## src/rtl/tp_pkg.sv

```systemverilog
// ============================================================================
// Module      : tp_pkg
// Description : Shared types, bar colour table and timing helpers for the
//               test-pattern generator.
// Revision    : 1.0 - initial release
// ============================================================================
`default_nettype none

package tp_pkg;

  typedef enum logic [1:0] {
    MODE_BARS  = 2'd0,
    MODE_GRAD  = 2'd1,
    MODE_CHK   = 2'd2,
    MODE_SOLID = 2'd3
  } tp_mode_e;

  localparam int C_NUM_BARS = 8;

  // {R,G,B} on/off per bar, left to right
  localparam logic [2:0] C_BAR_RGB [C_NUM_BARS] = '{
    3'b111, 3'b110, 3'b011, 3'b010, 3'b101, 3'b100, 3'b001, 3'b000
  };

  function automatic int tp_total(input int a, input int b, input int c, input int d);
    return a + b + c + d;
  endfunction

  function automatic int tp_max(input int a, input int b);
    return (a > b) ? a : b;
  endfunction

  // Counter width able to hold 0..n-1; never narrower than 4 bits so the bar index slice is valid
  function automatic int tp_width(input int n);
    return tp_max($clog2(n), 4);
  endfunction

endpackage

`default_nettype wire

```

## src/rtl/tp_timing.sv

```systemverilog
// ============================================================================
// Module      : tp_timing
// Description : Horizontal/vertical raster counters with active, sync,
//               start-of-frame, end-of-line and end-of-frame decode.
// Revision    : 1.0 - initial release
// ============================================================================
`default_nettype none

module tp_timing
  import tp_pkg::*;
#(
  parameter int H_ACTIVE = 640,
  parameter int H_FP     = 16,
  parameter int H_SYNC   = 96,
  parameter int H_BP     = 48,
  parameter int V_ACTIVE = 480,
  parameter int V_FP     = 10,
  parameter int V_SYNC   = 2,
  parameter int V_BP     = 33,
  parameter int HW       = 10,
  parameter int VW       = 10
) (
  input  logic          clk,
  input  logic          rst_n,
  input  logic          i_en,
  output logic [HW-1:0] o_h_cnt,
  output logic [VW-1:0] o_v_cnt,
  output logic          o_active,
  output logic          o_sof,
  output logic          o_eol,
  output logic          o_hs,
  output logic          o_vs,
  output logic          o_frame_end
);

  localparam int H_TOTAL = tp_total(H_ACTIVE, H_FP, H_SYNC, H_BP);
  localparam int V_TOTAL = tp_total(V_ACTIVE, V_FP, V_SYNC, V_BP);

  localparam logic [HW-1:0] C_H_ACT  = HW'(H_ACTIVE);
  localparam logic [HW-1:0] C_H_EOL  = HW'(H_ACTIVE - 1);
  localparam logic [HW-1:0] C_H_LAST = HW'(H_TOTAL - 1);
  localparam logic [HW-1:0] C_HS_BEG = HW'(H_ACTIVE + H_FP);
  localparam logic [HW-1:0] C_HS_END = HW'(H_ACTIVE + H_FP + H_SYNC);
  localparam logic [HW-1:0] C_H_ONE  = HW'(1);
  localparam logic [VW-1:0] C_V_ACT  = VW'(V_ACTIVE);
  localparam logic [VW-1:0] C_V_LAST = VW'(V_TOTAL - 1);
  localparam logic [VW-1:0] C_VS_BEG = VW'(V_ACTIVE + V_FP);
  localparam logic [VW-1:0] C_VS_END = VW'(V_ACTIVE + V_FP + V_SYNC);
  localparam logic [VW-1:0] C_V_ONE  = VW'(1);

  logic [HW-1:0] r_h;
  logic [VW-1:0] r_v;
  logic          w_h_wrap;
  logic          w_v_wrap;
  logic          w_v_act;

  assign w_h_wrap = (r_h == C_H_LAST);
  assign w_v_wrap = (r_v == C_V_LAST);
  assign w_v_act  = (r_v < C_V_ACT);

  // Disabling parks the raster at the origin, which also aborts a partial frame
  always_ff @(posedge clk or negedge rst_n) begin
    if (!rst_n) begin
      r_h <= '0;
      r_v <= '0;
    end else if (!i_en) begin
      r_h <= '0;
      r_v <= '0;
    end else if (w_h_wrap) begin
      r_h <= '0;
      r_v <= w_v_wrap ? '0 : (r_v + C_V_ONE);
    end else begin
      r_h <= r_h + C_H_ONE;
    end
  end

  assign o_h_cnt     = r_h;
  assign o_v_cnt     = r_v;
  assign o_active    = i_en & (r_h < C_H_ACT) & w_v_act;
  assign o_sof       = i_en & (r_h == '0) & (r_v == '0);
  assign o_eol       = i_en & (r_h == C_H_EOL) & w_v_act;
  assign o_hs        = i_en & (r_h >= C_HS_BEG) & (r_h < C_HS_END);
  assign o_vs        = i_en & (r_v >= C_VS_BEG) & (r_v < C_VS_END);
  assign o_frame_end = i_en & w_h_wrap & w_v_wrap;

endmodule

`default_nettype wire

```

## src/rtl/tp_pattern_gen.sv

```systemverilog
// ============================================================================
// Module      : tp_pattern_gen
// Description : Video test-pattern generator (bars, gradient, checker, solid)
//               with registered, aligned sync/data outputs.
//               Define TPG_MOVING_EN to scroll gradient/checker by frame count.
// Revision    : 1.0 - initial release
// ============================================================================
`default_nettype none

module tp_pattern_gen
  import tp_pkg::*;
#(
  parameter int DATA_W   = 8,
  parameter int H_ACTIVE = 640,
  parameter int H_FP     = 16,
  parameter int H_SYNC   = 96,
  parameter int H_BP     = 48,
  parameter int V_ACTIVE = 480,
  parameter int V_FP     = 10,
  parameter int V_SYNC   = 2,
  parameter int V_BP     = 33,
  parameter int CHK_LOG2 = 5,
  parameter int SYNC_POL = 0
) (
  input  logic              px_clk,
  input  logic              sys_rst_n,
  input  logic              enable_i,
  input  logic [1:0]        mode_i,
  input  logic [DATA_W-1:0] solid_r_i,
  input  logic [DATA_W-1:0] solid_g_i,
  input  logic [DATA_W-1:0] solid_b_i,
  output logic              vsync_o,
  output logic              hsync_o,
  output logic              dval_o,
  output logic [DATA_W-1:0] rdata_o,
  output logic [DATA_W-1:0] gdata_o,
  output logic [DATA_W-1:0] bdata_o,
  output logic              sof_o,
  output logic              eol_o,
  output logic [15:0]       frame_cnt_o
);

  localparam int HW      = tp_width(tp_total(H_ACTIVE, H_FP, H_SYNC, H_BP) + 1);
  localparam int VW      = tp_width(tp_total(V_ACTIVE, V_FP, V_SYNC, V_BP) + 1);
  localparam int XW      = tp_max(DATA_W, CHK_LOG2 + 1);
  localparam int C_BAR_W = (H_ACTIVE >= C_NUM_BARS) ? (H_ACTIVE / C_NUM_BARS) : 1;

  localparam logic [HW-1:0] C_BAR_DIV = HW'(C_BAR_W);
  localparam logic [HW-1:0] C_BAR_MAX = HW'(C_NUM_BARS - 1);
  localparam logic [XW-1:0] C_X_CHK   = XW'(1) << CHK_LOG2;
  localparam logic [VW-1:0] C_V_CHK   = VW'(1) << CHK_LOG2;
  localparam logic          C_SYNC_ON = (SYNC_POL != 0);

  logic [HW-1:0]     w_h;
  logic [VW-1:0]     w_v;
  logic              w_active, w_sof, w_eol, w_hs, w_vs, w_frame_end;
  logic [XW-1:0]     w_x;
  logic [HW-1:0]     w_bar_q;
  logic [2:0]        w_bar_idx;
  logic [2:0]        w_bar_rgb;
  logic              w_chk;
  tp_mode_e          w_mode;
  logic [DATA_W-1:0] w_sr, w_sg, w_sb;
  logic [DATA_W-1:0] w_r, w_g, w_b;

  tp_mode_e          r_mode;
  logic [DATA_W-1:0] r_solid_r, r_solid_g, r_solid_b;
  logic [15:0]       r_frame_cnt;
  logic              r_dval, r_sof, r_eol, r_hsync, r_vsync;
  logic [DATA_W-1:0] r_r, r_g, r_b;

  tp_timing #(
    .H_ACTIVE (H_ACTIVE), .H_FP (H_FP), .H_SYNC (H_SYNC), .H_BP (H_BP),
    .V_ACTIVE (V_ACTIVE), .V_FP (V_FP), .V_SYNC (V_SYNC), .V_BP (V_BP),
    .HW       (HW),       .VW   (VW)
  ) u_timing (
    .clk         (px_clk),
    .rst_n       (sys_rst_n),
    .i_en        (enable_i),
    .o_h_cnt     (w_h),
    .o_v_cnt     (w_v),
    .o_active    (w_active),
    .o_sof       (w_sof),
    .o_eol       (w_eol),
    .o_hs        (w_hs),
    .o_vs        (w_vs),
    .o_frame_end (w_frame_end)
  );

`ifdef TPG_MOVING_EN
  assign w_x = XW'(w_h) + XW'(r_frame_cnt);
`else
  assign w_x = XW'(w_h);
`endif

  // The origin pixel uses the inputs directly so a newly latched setting covers the whole frame
  assign w_mode = w_sof ? tp_mode_e'(mode_i) : r_mode;
  assign w_sr   = w_sof ? solid_r_i : r_solid_r;
  assign w_sg   = w_sof ? solid_g_i : r_solid_g;
  assign w_sb   = w_sof ? solid_b_i : r_solid_b;

  assign w_bar_q   = w_h / C_BAR_DIV;
  assign w_bar_idx = (w_bar_q > C_BAR_MAX) ? 3'(C_NUM_BARS - 1) : w_bar_q[2:0];
  assign w_bar_rgb = C_BAR_RGB[w_bar_idx];
  assign w_chk     = (|(w_x & C_X_CHK)) ^ (|(w_v & C_V_CHK));

  always_comb begin
    w_r = '0;
    w_g = '0;
    w_b = '0;
    if (w_active) begin
      case (w_mode)
        MODE_BARS: begin
          w_r = {DATA_W{w_bar_rgb[2]}};
          w_g = {DATA_W{w_bar_rgb[1]}};
          w_b = {DATA_W{w_bar_rgb[0]}};
        end
        MODE_GRAD: begin
          w_r = w_x[DATA_W-1:0];
          w_g = w_x[DATA_W-1:0];
          w_b = w_x[DATA_W-1:0];
        end
        MODE_CHK: begin
          w_r = {DATA_W{w_chk}};
          w_g = {DATA_W{w_chk}};
          w_b = {DATA_W{w_chk}};
        end
        default: begin
          w_r = w_sr;
          w_g = w_sg;
          w_b = w_sb;
        end
      endcase
    end
  end

  always_ff @(posedge px_clk or negedge sys_rst_n) begin
    if (!sys_rst_n) begin
      r_mode    <= MODE_BARS;
      r_solid_r <= '0;
      r_solid_g <= '0;
      r_solid_b <= '0;
    end else if (w_sof) begin
      r_mode    <= tp_mode_e'(mode_i);
      r_solid_r <= solid_r_i;
      r_solid_g <= solid_g_i;
      r_solid_b <= solid_b_i;
    end
  end

  always_ff @(posedge px_clk or negedge sys_rst_n) begin
    if (!sys_rst_n) begin
      r_dval      <= 1'b0;
      r_sof       <= 1'b0;
      r_eol       <= 1'b0;
      r_hsync     <= ~C_SYNC_ON;
      r_vsync     <= ~C_SYNC_ON;
      r_r         <= '0;
      r_g         <= '0;
      r_b         <= '0;
      r_frame_cnt <= '0;
    end else begin
      r_dval  <= w_active;
      r_sof   <= w_sof;
      r_eol   <= w_eol;
      r_hsync <= w_hs ? C_SYNC_ON : ~C_SYNC_ON;
      r_vsync <= w_vs ? C_SYNC_ON : ~C_SYNC_ON;
      r_r     <= w_r;
      r_g     <= w_g;
      r_b     <= w_b;
      if (w_frame_end) begin
        r_frame_cnt <= r_frame_cnt + 16'd1;
      end
    end
  end

  assign dval_o      = r_dval;
  assign sof_o       = r_sof;
  assign eol_o       = r_eol;
  assign hsync_o     = r_hsync;
  assign vsync_o     = r_vsync;
  assign rdata_o     = r_r;
  assign gdata_o     = r_g;
  assign bdata_o     = r_b;
  assign frame_cnt_o = r_frame_cnt;

endmodule

`default_nettype wire
```

## config.mk

```make
export PLATFORM = sky130hd
export DESIGN_NAME = tp_pattern_gen
export DESIGN_NICKNAME = d
export VERILOG_FILES = /design/src/rtl/tp_pkg.sv /design/src/rtl/tp_timing.sv /design/src/rtl/tp_pattern_gen.sv
export SDC_FILE = /design/constraint.sdc
export NUM_CORES = 1
export LEC_CHECK = 0
export BUFFER_PORTS_ARGS = -buffer_cell sky130_fd_sc_hd__buf_4
export CAP_MARGIN = 5
export CORE_MARGIN = 4
export CORE_UTILIZATION = 51
export CTS_CLUSTER_SIZE = 24
export DETAILED_ROUTE_END_ITERATION = 12
export HOLD_SLACK_MARGIN = 0.02
export PLACE_DENSITY = 0.81
export SETUP_SLACK_MARGIN = 0.4
export SYNTH_ARGS = -nofsm -noshare
export SYNTH_HDL_FRONTEND = slang
export SYNTH_SLANG_ARGS = --single-unit
```

## constraint.sdc

```tcl
create_clock -name px_clk -period 2.15 [get_ports px_clk]
set_input_delay 0.3225 -clock px_clk [delete_from_list [all_inputs] [get_ports px_clk]]
set_output_delay 0.3225 -clock px_clk [all_outputs]
set_load 0.005 [all_outputs]
```

[After elaboration in Yosys (flattened, before gate mapping)]
Memory sizes are Yosys's and may differ from the RTL's.
Cells that the tools add are included.
Cells by class
  bitwise logic cells: 14
  multiplexer cells: 20
  reduce and logical (&&, ||, !) cells: 3
  magnitude comparators: 8
  equal/unequal tests: 6
  $add $sub $neg: 3
  div/mod/pow operators: 1
Operator list (number)
  8-bit one-hot mux with 3 select lines: 3
  10-bit two-way mux: 5
  8-bit two-way mux: 6
  10-bit == test (second input constant): 3
  10-bit by 1-bit adder with 10-bit output (second input constant): 2
  10-bit zero test: 2
  10-bit < comparator (second input constant): 2
  10-bit by 9-bit < comparator with 1-bit output (second input constant): 2
  16-bit by 1-bit adder with 16-bit output (second input constant): 1
  1-bit AND: 12
  10-bit by 7-bit divider with 10-bit output (second input constant): 1
  10-bit >= comparator (second input constant): 1
  10-bit by 9-bit >= comparator with 1-bit output (second input constant): 1
  10-bit by 3-bit greater-than comparator with 1-bit output (second input constant): 1
  3-bit two-way mux: 3
  4-bit >= comparator (second input constant): 1
  3-bit inverter with 4-bit output: 1
  2-bit by 1-bit == test with 1-bit output (second input constant): 1
  2-bit == test (second input constant): 1
  2-bit zero test: 1
  1-bit two-way mux: 2
  2-bit two-way mux: 1
  2-bit by 1-bit inequality test with 1-bit output (second input constant): 1
  1-bit XOR: 1
Word-level totals
  logic and storage cells: 71
  ROM bits: 24
  bits of input ports: 29
  memories kept: 1
  register bits after elaboration: 91
  output and inout bits: 45
Memory list
  (name not given): words 8, bits a word 3, rd ports 1, clocked after memory_dff 0, wr ports 0, line tp_pattern_gen.sv:104  | assign w_bar_rgb = C_BAR_RGB[w_bar_idx];

[Depth between registers and ports, before layout]
  depth in word-level cells: 9
  gate-level depth with buffers: 10
  mapped depth without buffers: 8

[Cells and area by module]
Synthesis repeated with hierarchy kept, for this count alone.
Unflattened totals
  cell total of the unflattened synthesis: 377
  area total of the unflattened synthesis: 4423.0 um^2
Modules (own cells, without submodules)
  tp_pattern_gen: instances 1, area each 3194.3 um^2, cells an instance 242
  tp_timing: instances 1, area each 1228.7 um^2, cells an instance 135

[Worst setup path before layout]
OpenSTA, ideal clock, no wires.
  path type: flip-flop to flip-flop
  from: reg u_timing.r_h[0] (netlist: u_timing.o_h_cnt[0])
  to: reg r_b[2] (netlist: bdata_o[2])
  stages on the path, launching flop included: 9
  path slack: -44 ps
  arrival: 2040 ps
  setup time: 154 ps
  cells stage by stage: dfrtp_1 inv_1 ha_1 nor4b_4 nand4_4 nor2_8 mux2_4 o21ai_0 a221oi_2
Between the ends
  elaborated cells between the ends (all ways): 20
  those cells by class: div (1); order compare (2); eq/ne (2); mux (7); bitwise (5); reduce/logical (2); memory (1)
RTL lines
  from (decl): line tp_timing.sv:51  | logic [HW-1:0] r_h;
  from (signal assigned): line tp_timing.sv:73  | r_h <= r_h + C_H_ONE;
  10-bit zero test (*): line tp_timing.sv:80  | assign o_sof = i_en & (r_h == '0) & (r_v == '0);
  1-bit AND (*) (2 in a row): line tp_timing.sv:80
  2-bit two-way mux (*)
  named net w_mode[1]: line tp_pattern_gen.sv:62  | tp_mode_e w_mode;
  2-bit == test (tied with other cells): line tp_pattern_gen.sv:112  | case (w_mode)
  8-bit one-hot mux with 3 select lines (*): line tp_pattern_gen.sv:112
  8-bit two-way mux (*): line tp_pattern_gen.sv:111  | if (w_active) begin
  named net w_b[2]: line tp_pattern_gen.sv:64  | logic [DATA_W-1:0] w_r, w_g, w_b;
  to (signal assigned): line tp_pattern_gen.sv:170  | r_b <= w_b;
  to (decl): line tp_pattern_gen.sv:70  | logic [DATA_W-1:0] r_r, r_g, r_b;
Mark *: on every way through the listed nets, which the timed path passes. The rest lies on a longest branch. The select of a mux whose other input is x is not followed.
A chain may end at the register's enable or synchronous reset.

[Worst setup path after layout]
  from: reg u_timing.r_h[0] (netlist: u_timing.o_h_cnt[0])
  to: reg r_r[2] (netlist: rdata_o[2])
Between the ends
  cells in the longest elaborated chain, start to end: 9
  elaborated cells between the ends (all ways): 20
  those cells by class: div (1); order compare (2); eq/ne (2); mux (7); bitwise (5); reduce/logical (2); memory (1)
Ends and longest elaborated chain
  10-bit by 7-bit divider with 10-bit output: line tp_pattern_gen.sv:102  | assign w_bar_q = w_h / C_BAR_DIV;
  10-bit by 3-bit greater-than comparator with 1-bit output: line tp_pattern_gen.sv:103  | assign w_bar_idx = (w_bar_q > C_BAR_MAX) ? 3'(C_NUM_BARS - 1) : w_bar_q[2:0];
  3-bit two-way mux: line tp_pattern_gen.sv:103
  3-bit inverter with 4-bit output (implied by the code): line tp_pattern_gen.sv:104
  memory read 8 x 3 bit
  3-bit two-way mux (implied by the code) (2 in a row): line tp_pattern_gen.sv:104
  8-bit one-hot mux with 3 select lines: line tp_pattern_gen.sv:112
  8-bit two-way mux (*): line tp_pattern_gen.sv:111
  named net w_r[2]: line tp_pattern_gen.sv:64
  to (signal assigned): line tp_pattern_gen.sv:168  | r_r <= w_r;
  to (decl): line tp_pattern_gen.sv:70
Marks and branches as above.

==> impl_metrics.ini <==
[hold_path]
min_path_type = input pin to flip-flop

[floorplanning]
die_width_um = 101
core-area_um2 = 8260
ios = 74
rows = 33
die_height_um = 101
initial_core_util_pct = 52.8
die-area_um2 = 10100

[routing]
routed_wl_mm = 12.1
dr_total_vias = 3491
ant_nets = 0
vias_per_cell = 5.61
routedWlPerCell_um = 19.5
drt_iter0_drc = 220
drc_errors = 0
firstDrtPassIters = 5

[timing]
hold_violations = 0
grt_setup_unrepaired = true
tightest_slew_ps = 614
drv_slew = 0
fin_crit_ps = 2260
whs_ps = 190
setup_violations = 28
relSlewSlack_pct = 59.1
setup_slack_ps = -111
fmax_mhz = 442
period_share_pct = 105
finClkSkew_ps = 13.3

[pwr]
comb_power_share_pct = 30.5
power_w = 0.00464
power_density_nw_per_um2 = 732
p_leak_nw = 2.89
ir_drop_v = 0.000372
p_sw_share_pct = 32.2
power_frac_seq_pct = 45.1
p_sw_w = 0.00149
clockPowerShare_pct = 24.4
intPower_w = 0.00315

[yosys]
synth_compound_area_share_pct = 13.4
ys_warn_count = 0
seq_area_frac_synth_pct = 52.2
synth.largest_area_cell = dfrtp_1
synthCells = 380
synthSimpleGateAreaFrac_pct = 16.4
synth.avg_cell_area_um2 = 11.5
ys_types = 55
yosys.area_share.adder_pct = 1.43
syn-cell-area_um2 = 4360
synth.area.top_cells = dfrtp_1, a221oi_2, mux2i_1
synth_ff_type = dfrtp_1
synth_top_area_share_pct = 51.0
synth_top_family_by_area = simple AND/OR/NAND/NOR gates
muxShareOfSynthArea_pct = 6.57
syn-num-nets = 414
synth-async-reset-ratio_pct = 100
synth_xor_area_share_pct = 5.22
synth-seq-cells = 91
synth_edf_count = 0

[finish]
register_area_um2 = 2280
final_common_cell = buf_4
final_cell_mix = buf_4, dfrtp_1, inv_1
syn_to_final_growth_pct = 45.4
n_antenna_cell = 0
multi_input_area_um2 = 2450
nFillCells = 490
drive_gt1_share_pct = 51.5
stdcell_area_um2 = 6340
stdcell_count = 622
layout.nets = 546

[clocking]
path_clk_slew_ps = 100
clock_sinks = 91
cts_tree = built
root_buffer = clkbuf_8
insertion_delay_ps = 370
cts_max_level = 3
cts-buffers-inserted = 9
clockBufferDepth = 2

[status]
status = finished, violations left
violations = negative setup slack

[place]
post-place-ws_ps = -135
place_area_um2 = 5420
port-buffer-count = 73
hpwl_mm = 7.72
dpl.cell_count = 591
gp_congestion = 0.946

[setup_path]
path_max_fanout = 6
slowest_stage = dfrtp_1
crit_buf_inv = 2
worstPathCellList = inv_2 > ha_4 > nor4b_4 > nand4_4 > nor2_8 > mux2i_4 > o21ai_2 > buf_4 > a221oi_4
worstPathArrival_ps = 2520
crit_type = flip-flop to flip-flop
critPathTopFamily = simple AND/OR/NAND/NOR gates
startpoint_type = flip-flop
cpPeakStageDelay_ps = 410
critical_path_required_ps = 2410
endpoint_kind = flip-flop

[grt]
grt_overflow = 0
grt_antenna_before_repair = 0
grt_max_degree = 48
grt_pass1_vias = 3689
grt_pass1_wl_mm = 18.6
grt_usage_pct = 23.9

[run]
maxCapViolations = 0
==> layer usage <==
| layer | global-route usage, % | wire (um) |
|---|---|---|
| met3 | 4.64 | 575 |
| met2 | 42.6 | 6740 |
| met4 | 8.39 | 250 |
| met5 | 0 | 0 |
| met1 | 28.8 | 4580 |
==> cell type report <==
type	instances	share of cell area (%)
clock buffer	10	2.17
clock inverter	6	0.848
inverter	32	1.89
multi-input combinational	242	38.6
sequential	91	35.9
tap	105	2.07
timing repair buffer	136	18.4
==> worst register-to-register path: stages (launching register included) <==
cell and delay (ps):
dfrtp_1 410, inv_2 90, ha_4 140, nor4b_4 270, nand4_4 180, nor2_8 180, mux2i_4 360, o21ai_2 140
buf_4 170, a221oi_4 230
==> what timing repair did <==
| action | in CTS | in global routing |
|---|---|---|
| endpoints found under the setup margin | 79 | 82 |
| hold buffers | 1 | 0 |
| setup buffers | 7 | 6 |
| cloned | 1 | 0 |
| hold endpoints to repair | 42 | 0 |
| pin swaps | 36 | 35 |
| resized for setup | 98 | 31 |
==> cells in the mapped netlist (2+ instances only) <==
| cell type | count |
|---|---|
| clkbuf_1 | 7 |
| dfrtp_1 | 89 |
| nand4_1 | 7 |
| and2_1 | 2 |
| o21ai_1 | 5 |
| xor2_1 | 14 |
| nand2b_1 | 5 |
| buf_2 | 4 |
| nor3_4 | 2 |
| nand3_1 | 13 |
| nor4_4 | 3 |
| ha_1 | 5 |
| dfstp_2 | 2 |
| nand2_1 | 28 |
| nor2_1 | 24 |
| a221oi_2 | 19 |
| nor2b_1 | 4 |
| mux2i_1 | 26 |
| or3_1 | 2 |
| buf_4 | 2 |
| a21oi_1 | 7 |
| nor3_1 | 3 |
| o21ai_0 | 19 |
| buf_6 | 2 |
| and4_1 | 2 |
| nor4_1 | 2 |
| o21ai_2 | 3 |
| and3_1 | 6 |
| inv_1 | 32 |
| a221oi_1 | 5 |
| xnor2_1 | 12 |
==> through the flow <==
stage          TNS [ps]  util [%]
2_1_floorplan         0         -
3_3_place_gp      -88.5      65.6
3_5_place_dp      -1720      65.6
4_1_cts           -13.5      74.0
5_1_grt           -5040      76.8
6_report          -1640      76.8
==> power by group through the flow <==
stage               Combinational, W  Clock (W)  Sequential (W)
global placement             0.00102          0         0.00207
finish                       0.00141    0.00113         0.00210
CTS                          0.00126    0.00114         0.00209
detailed placement           0.00106          0         0.00208
floorplan                   0.000557          0         0.00206
global route                 0.00150    0.00122         0.00212
==> sequential cells by signal, summed over array words and instances, names as in the netlist <==
name / flops
frame_cnt_o: 16
u_timing.o_h_cnt: 10
u_timing.o_v_cnt: 10
bdata_o: 8
gdata_o: 8
r_solid_b: 8
r_solid_g: 8
r_solid_r: 8
rdata_o: 8
r_mode: 2
dval_o: 1
eol_o: 1
hsync_o: 1
sof_o: 1
vsync_o: 1
==> cell families after synthesis <==
family,count (synthesis)
flops,91
fa+ha+maj,5
mux,28
buf+inv,48
simple gates,116
compound gates,66
xor+xnor,26
==> path summary, 6_finish.rpt <==
kind,depth (start not counted),slack (ps),start,end
max in group asynchronous,3,1030,sys_rst_n,gdata_o[2]
setup reg to reg,9,-110,u_timing.o_h_cnt[0],rdata_o[2]
hold / removal,3,190,solid_b_i[1],r_solid_b[1]
setup / recovery,9,-110,u_timing.o_h_cnt[0],rdata_o[2]
hold reg to reg,1,470,frame_cnt_o[15],frame_cnt_o[15]
min in group asynchronous,2,520,sys_rst_n,rdata_o[6]
Power figures use the tool's default switching activity.
